**config.mk**
```make
export PLATFORM = sky130hd
export DESIGN_NAME = core_sequencer_flat
export DESIGN_NICKNAME = d
export VERILOG_FILES = /design/src/rtl/core_sequencer_if.sv /design/src/rtl/core_sequencer.sv /design/src/flat_wrapper.sv
export SDC_FILE = /design/constraint.sdc
export NUM_CORES = 1
export LEC_CHECK = 0
export CAP_MARGIN = 0
export CELL_PAD_IN_SITES_DETAIL_PLACEMENT = 1
export CELL_PAD_IN_SITES_GLOBAL_PLACEMENT = 1
export CORE_MARGIN = 8
export CORE_UTILIZATION = 37
export DETAILED_ROUTE_END_ITERATION = 10
export PLACE_DENSITY_LB_ADDON = 0.1
export SLEW_MARGIN = 20
export SYNTH_ARGS = -nofsm -noshare
export SYNTH_HDL_FRONTEND = slang
export SYNTH_SLANG_ARGS = --single-unit
export TNS_END_PERCENT = 20
```
**constraint.sdc**
```tcl
create_clock -name clk -period 2.9 [get_ports clk]
set_clock_uncertainty 0.15 [all_clocks]
set_input_delay 0.435 -clock clk [delete_from_list [all_inputs] [get_ports clk]]
set_output_delay 0.435 -clock clk [all_outputs]
set_load 0.02 [all_outputs]
```
**src/rtl/core_sequencer_if.sv**
```systemverilog
// Bus between the sequencer and the rest of the core: ROM fetch, branch/multiplier
// handshakes, commit strobes and status.
interface core_sequencer_if #(
  parameter int unsigned PCW  = 10,
  parameter int unsigned CNTW = 16
);
  logic            start;
  logic [8:0]      instr_in;
  logic            br_cond;
  logic [PCW-1:0]  br_target;
  logic            mul_done;
  logic [PCW-1:0]  prog_addr;
  logic [8:0]      ir;
  logic            rf_we_en;
  logic            mem_we_en;
  logic            mul_start;
  logic            busy;
  logic            done;
  logic            err;
  logic [CNTW-1:0] retired;

  modport master (
    input  start, instr_in, br_cond, br_target, mul_done,
    output prog_addr, ir, rf_we_en, mem_we_en, mul_start, busy, done, err, retired
  );

  modport slave (
    output start, instr_in, br_cond, br_target, mul_done,
    input  prog_addr, ir, rf_we_en, mem_we_en, mul_start, busy, done, err, retired
  );
endinterface

```
**src/rtl/core_sequencer.sv**
```systemverilog
// Multi-cycle fetch/decode/execute sequencer for the 9-bit core: owns PC and IR,
// gates decoder write enables to one commit per instruction and babysits the multiplier.
module core_sequencer #(
  parameter int unsigned PCW     = 10,
  parameter int unsigned MUL_MAX = 8,
  parameter int unsigned CNTW    = 16
) (
  input logic              clk,
  input logic              reset,
  core_sequencer_if.master bus
);

  localparam int unsigned TW = (MUL_MAX > 1) ? $clog2(MUL_MAX) : 1;

  typedef enum logic [2:0] {
    StIdle, StFetch, StDecode, StExec, StMem, StMulw, StWb, StHalt
  } state_e;

  typedef enum logic [2:0] {
    ClsAlu, ClsLoad, ClsStore, ClsBranch, ClsMul, ClsHalt
  } cls_e;

  state_e          state_q, state_d;
  logic [PCW-1:0]  pc_q, pc_d;
  logic [8:0]      ir_q, ir_d;
  logic [TW-1:0]   timer_q, timer_d;
  logic            err_q, err_d;
  logic [CNTW-1:0] retired_q, retired_d;

  cls_e cls;
  logic retire;
  logic restart;
  logic rf_we;
  logic mem_we;
  logic mul_st;

  always_comb begin
    cls = ClsAlu;
    unique case (ir_q[8:6])
      3'b000: begin
        if (ir_q[5:4] == 2'b10)      cls = ClsLoad;
        else if (ir_q[5:4] == 2'b11) cls = ClsStore;
      end
      3'b001:  cls = ClsLoad;
      3'b010:  cls = ClsStore;
      3'b100:  cls = ClsBranch;
      3'b111: begin
        if (ir_q[5:4] == 2'b10)      cls = ClsMul;
        else if (ir_q[5:4] == 2'b11) cls = ClsHalt;
      end
      default: cls = ClsAlu;
    endcase
  end

  always_comb begin
    state_d = state_q;
    pc_d    = pc_q;
    ir_d    = ir_q;
    timer_d = timer_q;
    err_d   = err_q;
    retire  = 1'b0;
    restart = 1'b0;
    rf_we   = 1'b0;
    mem_we  = 1'b0;
    mul_st  = 1'b0;

    unique case (state_q)
      StIdle, StHalt: begin
        if (bus.start) begin
          restart = 1'b1;
          pc_d    = '0;
          err_d   = 1'b0;
          state_d = StFetch;
        end
      end
      StFetch: begin
        ir_d    = bus.instr_in;
        state_d = StDecode;
      end
      StDecode: begin
        if (cls == ClsHalt) begin
          retire  = 1'b1;
          state_d = StHalt;
        end else begin
          state_d = StExec;
        end
      end
      StExec: begin
        unique case (cls)
          ClsLoad: state_d = StMem;
          ClsMul: begin
            mul_st  = 1'b1;
            timer_d = '0;
            state_d = StMulw;
          end
          ClsBranch: begin
            pc_d    = bus.br_cond ? bus.br_target : pc_q + 1'b1;
            retire  = 1'b1;
            state_d = StFetch;
          end
          ClsStore: begin
            mem_we  = 1'b1;
            pc_d    = pc_q + 1'b1;
            retire  = 1'b1;
            state_d = StFetch;
          end
          default: begin
            rf_we   = 1'b1;
            pc_d    = pc_q + 1'b1;
            retire  = 1'b1;
            state_d = StFetch;
          end
        endcase
      end
      StMem: state_d = StWb;
      StMulw: begin
        // Completion is checked first so a done on the last allowed cycle still wins.
        if (bus.mul_done) begin
          state_d = StWb;
        end else if (timer_q == TW'(MUL_MAX - 1)) begin
          err_d   = 1'b1;
          state_d = StHalt;
        end else begin
          timer_d = timer_q + 1'b1;
        end
      end
      StWb: begin
        rf_we   = 1'b1;
        pc_d    = pc_q + 1'b1;
        retire  = 1'b1;
        state_d = StFetch;
      end
      default: state_d = StIdle;
    endcase
  end

  always_comb begin
    retired_d = retired_q;
    if (restart) begin
      retired_d = '0;
    end else if (retire && (retired_q != {CNTW{1'b1}})) begin
      retired_d = retired_q + 1'b1;
    end
  end

  always_ff @(posedge clk or posedge reset) begin
    if (reset) begin
      state_q   <= StIdle;
      pc_q      <= '0;
      ir_q      <= 9'h000;
      timer_q   <= '0;
      err_q     <= 1'b0;
      retired_q <= '0;
    end else begin
      state_q   <= state_d;
      pc_q      <= pc_d;
      ir_q      <= ir_d;
      timer_q   <= timer_d;
      err_q     <= err_d;
      retired_q <= retired_d;
    end
  end

  assign bus.prog_addr = pc_q;
  assign bus.ir        = ir_q;
  assign bus.rf_we_en  = rf_we;
  assign bus.mem_we_en = mem_we;
  assign bus.mul_start = mul_st;
  assign bus.busy      = (state_q != StIdle) && (state_q != StHalt);
  assign bus.done      = (state_q == StHalt);
  assign bus.err       = err_q;
  assign bus.retired   = retired_q;

endmodule
```
**src/flat_wrapper.sv**
```systemverilog
// flat-port wrapper written by rule: the top's interface ports become plain ports
module core_sequencer_flat 
#(
  parameter int unsigned PCW     = 10,
  parameter int unsigned MUL_MAX = 8,
  parameter int unsigned CNTW    = 16
)
  (clk, reset, bus_start, bus_instr_in, bus_br_cond, bus_br_target, bus_mul_done, bus_prog_addr, bus_ir, bus_rf_we_en, bus_mem_we_en, bus_mul_start, bus_busy, bus_done, bus_err, bus_retired);
  core_sequencer_if #(.PCW(PCW), .CNTW(CNTW)) bus_i ();
  input logic clk;
  input logic reset;
  input wire logic [$bits(bus_i.start)-1:0] bus_start;
  input wire logic [$bits(bus_i.instr_in)-1:0] bus_instr_in;
  input wire logic [$bits(bus_i.br_cond)-1:0] bus_br_cond;
  input wire logic [$bits(bus_i.br_target)-1:0] bus_br_target;
  input wire logic [$bits(bus_i.mul_done)-1:0] bus_mul_done;
  output wire logic [$bits(bus_i.prog_addr)-1:0] bus_prog_addr;
  output wire logic [$bits(bus_i.ir)-1:0] bus_ir;
  output wire logic [$bits(bus_i.rf_we_en)-1:0] bus_rf_we_en;
  output wire logic [$bits(bus_i.mem_we_en)-1:0] bus_mem_we_en;
  output wire logic [$bits(bus_i.mul_start)-1:0] bus_mul_start;
  output wire logic [$bits(bus_i.busy)-1:0] bus_busy;
  output wire logic [$bits(bus_i.done)-1:0] bus_done;
  output wire logic [$bits(bus_i.err)-1:0] bus_err;
  output wire logic [$bits(bus_i.retired)-1:0] bus_retired;
  assign bus_i.start = bus_start;
  assign bus_i.instr_in = bus_instr_in;
  assign bus_i.br_cond = bus_br_cond;
  assign bus_i.br_target = bus_br_target;
  assign bus_i.mul_done = bus_mul_done;
  assign bus_prog_addr = bus_i.prog_addr;
  assign bus_ir = bus_i.ir;
  assign bus_rf_we_en = bus_i.rf_we_en;
  assign bus_mem_we_en = bus_i.mem_we_en;
  assign bus_mul_start = bus_i.mul_start;
  assign bus_busy = bus_i.busy;
  assign bus_done = bus_i.done;
  assign bus_err = bus_i.err;
  assign bus_retired = bus_i.retired;
  core_sequencer #(.PCW(PCW), .MUL_MAX(MUL_MAX), .CNTW(CNTW)) u_core (.clk(clk), .reset(reset), .bus(bus_i));
endmodule
```
# --- Yosys cells after proc, flatten, opt, wreduce, memory -nomap -nowiden ---
# Index checks and enable logic that the tools add are counted.
op_classes:
  n_addsub: 3
  eq_ne: 28
  n_mux: 36
  reduce_logical: 16
op_table:
  columns: ["cell", "count"]
  rows:
  - ["16-bit 2-to-1 mux", 2]
  - ["3-bit 2-to-1 mux", 10]
  - ["10-bit one-hot mux with 3 select lines", 1]
  - ["3-bit == test, second input constant", 9]
  - ["3-bit one-hot mux with 7 select lines", 1]
  - ["10-bit 2-to-1 mux", 2]
  - ["10-bit one-hot mux with 2 select lines", 1]
  - ["16-bit by 1-bit adder with 16-bit output, second input constant", 1]
  - ["16-bit != test, second input constant", 1]
  - ["3-bit by 2-bit == test with 1-bit output, second input constant", 5]
  - ["3-bit one-hot mux with 5 select lines", 1]
  - ["1-bit 2-to-1 mux", 12]
  - ["3-bit one-hot mux with 2 select lines", 2]
  - ["10-bit by 1-bit adder with 10-bit output, second input constant", 1]
  - ["3-bit by 1-bit == test with 1-bit output, second input constant", 3]
  - ["2-bit != test, second input constant", 4]
  - ["4-bit AND reduction", 2]
  - ["3-bit zero test", 2]
  - ["2-bit nonzero test", 3]
  - ["3-bit nonzero test", 2]
  - ["2-bit == test, second input constant", 2]
  - ["2-bit by 1-bit != test with 1-bit output, second input constant", 2]
  - ["1-bit one-hot mux with 2 select lines", 2]
  - ["2-bit OR reduction", 2]
  - ["other kinds (9)", 10]
word_totals:
  regBits: 42
  in_bits: 24
  out_inout_bits: 41
  elab_cells: 89

# --- Longest topological paths before layout ---
depth:
  word_depth: 11
  ltp_mapped: 8
  ltp_nobuf: 6

# --- Least setup slack after synthesis ---
# No wires, ideal clock.
synth_timing:
  kind: "flip-flop to flip-flop"
  startpoint: "register u_core.ir_q[7], in the netlist u_core.bus.ir[7]"
  endpoint: "register u_core.retired_q[3], in the netlist u_core.bus.retired[3]"
  setup_time_ns: 0.126
  arrival_time_ns: 1.932
  required_time_ns: 2.624
  path_slack_ns: 0.692
  stages_incl_launch_ff: 8
  n_path_buf: 2
  period_less_slack_ns: 2.208
  path_cell_list: "dfrtp_1 buf_2 and3_4 a211oi_4 a2111oi_1 or2_1 buf_6 a221o_1"
synth_between:
  elab_chain_len: 8
  word_cells_on_any_way: 15
  classes_between: "eq/ne (7); mux (4); reduce/logical (4)"
synth_lines:
  columns: ["item", "line", "source"]
  rows:
  - ["from (decl)", "core_sequencer.sv:25", "logic [8:0] ir_q, ir_d;"]
  - ["from (signal assigned)", "core_sequencer.sv:157", "ir_q <= ir_d;"]
  - ["3-bit == test (tied with other cells)", "core_sequencer.sv:39", "unique case (ir_q[8:6])"]
  - ["3-bit one-hot mux with 5 select lines *", "core_sequencer.sv:39", null]
  - ["3-bit by 1-bit == test with 1-bit output / 3-bit == test (equally long branches)", "core_sequencer.sv:89", "unique case (cls)"]
  - ["2-bit OR reduction (no line)", null, null]
  - ["1-bit 2-to-1 mux", "core_sequencer.sv:89", null]
  - ["1-bit one-hot mux with 3 select lines *", "core_sequencer.sv:67", "unique case (state_q)"]
  - ["1-bit logical AND *", "core_sequencer.sv:141", "end else if (retire && (retired_q != {CNTW{1'b1}})) begin"]
  - ["2-bit nonzero test (no line) *", null, null]
  - ["to (signal assigned)", "core_sequencer.sv:160", "retired_q <= retired_d;"]
  - ["to (decl)", "core_sequencer.sv:28", "logic [CNTW-1:0] retired_q, retired_d;"]
# Mark *: on every way between the ends. The rest lies on a longest branch, timed or not.
# A chain may end at the register's enable or synchronous reset.

# --- Worst setup path in the final report ---
layout_timing:
  startpoint: "register u_core.state_q[1]"
  endpoint: "output port bus_mem_we_en"
layout_between:
  elab_chain_len: 2
layout_lines:
  columns: ["item", "line", "source"]
  rows:
  - ["from (decl)", "core_sequencer.sv:23", "state_e state_q, state_d;"]
  - ["from (signal assigned)", "core_sequencer.sv:148", "state_q <= StIdle;"]
  - ["from (signal assigned)", "core_sequencer.sv:155", "state_q <= state_d;"]
  - ["3-bit by 2-bit == test with 1-bit output", "core_sequencer.sv:67", null]
  - ["1-bit 2-to-1 mux", "core_sequencer.sv:67", null]
  - ["to (decl)", "flat_wrapper.sv:20", "output wire logic [$bits(bus_i.mem_we_en)-1:0] bus_mem_we_en;"]
# Every way passes these cells.

==> flow_summary.toml <==
[logic_synthesis]
seq_area_frac_synth_pct = 41.4
synth.top_cells.by_area = "dfrtp_1 (41%), o21ai_0 (6.9%), mux2_2 (4.4%), a21oi_1 (3.7%), nand2_1 (3.0%)"
synth_top_cell_by_area = "dfrtp_1"
synthDistinctLibCells = 55
synth_edf_count = 0
yosys_warnings = 0
synth-main-ff-cell = "dfrtp_1"
async_flop_share_pct = 100
synth_commonest_cells = "dfrtp_1 (42), o21ai_0 (35), nand2_1 (20), a21oi_1 (19), nor2_1 (19)"
ys_ff_latch = 42
syn-cell-area_mm2 = 0.00254
synth.most_common_cell = "dfrtp_1"
synth_cells = 282
avgSynthCellArea_um2 = 9.01
netlist.area_leader.share_pct = 41.4
synth_nets = 310

[route]
drc = 0
drt-wirelength-per-cell_um = 17.8
firstDrtPassIters = 4
routed-via-count = 2431
routed_wl_mm = 7.65
antenna_left = 0
viasPerCell = 5.67
drt_iter0_markers = 50

[critical_path]
cp.arrival_ps = 2210
crit_required_ps = 2320
cp-end-kind = "primary output"
r2r_cells = 6
r2r-end = "u_core.bus.retired[3]"
critPathLaunchType = "register"
r2r-start = "u_core.bus.retired[1]"
cp_max_fo = 11
critPathKind = "register to primary output"
r2r_setup_slack_ps = 470

[floorplanning]
core_area_mm2 = 0.00672
ios = 65
die_area_mm2 = 0.00977
fp.dieH_um = 98.9
num_rows = 30
start_util_pct = 37.8
die_width_um = 98.9

[grt]
grt_max_degree = 23
antenna_found_initial = 0
grt_pass1_wl_mm = 13.0
track_usage_pct = 16.1
overflow = 0
grt_pass1_vias = 2558

[sta]
max_freq_ghz = 0.358
setup_tns_ps = 0
period_minus_slack_ps = 2790
fin_crit_sh_pct = 96.3
slew_viol_final = 0
finalHoldViolations = 0
tightest_slew_ps = 890
rsz0062_at_grt = "no"
setup_viol = 0
relSlewSlack_pct = 40.3
holdWs_ps = 357

[clock_network]
cts_htree_levels = 2
postCtsSetupRepairBufs = 0
numCtsBuffers = 5
cts_tree = "yes"
clock_latency_ps = 300
cts_sinks = 42
cts.clk_slew.worst_paths_ps = 70
cts_root_buf = "clkbuf_8"
hold_buffers = 0
cts_resized = 0
clockBufferDepth = 2

[finish]
nFillCells = 799
syn2layout_area_growth_pct = 33.1
fin_util_pct = 50.3
layout-drive-gt1-share_pct = 9.74
fin_nets = 377
diodes = 0
multiInputGateArea_mm2 = 0.00139
regArea_mm2 = 0.00105

[placement]
numPortBuffers = 64
place.gp.congestion = 0.763
dp_hpwl_mm = 5.68

[min_path]
holdCritPathClass = "register to register"
whs_endpoint = "u_core.bus.err"
min_from = "u_core.bus.err"
hold_depth = 2

[pwr]
p_leak_uw = 0.00137
powerDensity_mw_per_mm2 = 895
power_uw = 3030
peakVddDrop_uv = 517

[status]
status = "completed"

[run]
maxCapViolCount = 0
[stage by stage]
stage               setup WS (ps)  std cells  area, um2
finish                        109        429       3380
global route                 52.5        429       3380
CTS                           108        429       3380
detailed placement            290        422       3300
global placement              350        422       3300
floorplan                     692        282       2540
[routing by layer]
metal  part of all wire (%)  vias to the layer above  track usage [%]
met4                    1.4                        0             4.49
met3                    4.4                        7             4.16
met1                     46                     1196             20.4
li1                       -                     1189                -
met5                      0                        -                0
met2                     48                       39             26.2
[worst max-delay path, stage by stage, from the launching register on]
cell	delay [ps]
dfrtp_1	520
buf_4	220
nand3b_1	100
nor4_1	380
clkdlybuf4s50_1	700
[power by group]
part / total [uW] / switching, uW / internal (uW)
combinational: 1660 / 915 / 748
clock: 366 / 200 / 166
sequential: 996 / 248 / 748
total: 3030 / 1360 / 1660
[worst max path at each step]
| stage | endpoint | depth (start not counted) | start |
|---|---|---|---|
| after global placement | u_core.bus.retired[3] | 6 | bus_start |
| after floorplan | u_core.bus.retired[3] | 7 | u_core.bus.ir[7] |
| after global routing | bus_mem_we_en | 4 | u_core.state_q[1] |
| after CTS | bus_mul_start | 3 | u_core.state_q[2] |
| after detailed placement | u_core.bus.retired[10] | 6 | bus_start |
| final | bus_mem_we_en | 4 | u_core.state_q[1] |
[placed cells by master, fill, tap and decap left out, drive strengths merged, types with 5 or more instances in the layout]
master,n
and3,10
a21oi,19
clkdlybuf4s50,64
nor2,19
nand2,20
nand3,13
o21ai,36
nand4,7
buf,12
clkbuf,7
mux2,10
nand3b,5
dfrtp,42
nor3,12
nor4,5
nor2b,6
[registers in the layout, summed over array words and instances, names as in the netlist]
| signal | flops |
|---|---|
| u_core.timer_q | 3 |
| u_core.state_q | 3 |
| u_core.bus.ir | 9 |
| u_core.bus.retired | 16 |
| u_core.bus.prog_addr | 10 |
| u_core.bus.err | 1 |
[logic make-up after synthesis]
logic type / count (synthesis) / share of synthesized area [%]
and+or+nand+nor: 119 / 26.5
AOI/OAI and AO/OA: 82 / 20.1
DFF: 42 / 41.4
buffers and inverters: 20 / 3.79
muxes: 13 / 5.62
adders and majority gates: 4 / 1.97
xor gates and xnor gates: 2 / 0.690
[cell type report]
class | count | area share, %
clock buffer | 7 | 2.26
inverter | 4 | 0.444
multi-input combinational | 220 | 41.2
sequential | 42 | 31.1
tap | 80 | 2.96
timing repair buffer | 76 | 22.0
No activity file was read; power rests on OpenSTA's default activity.
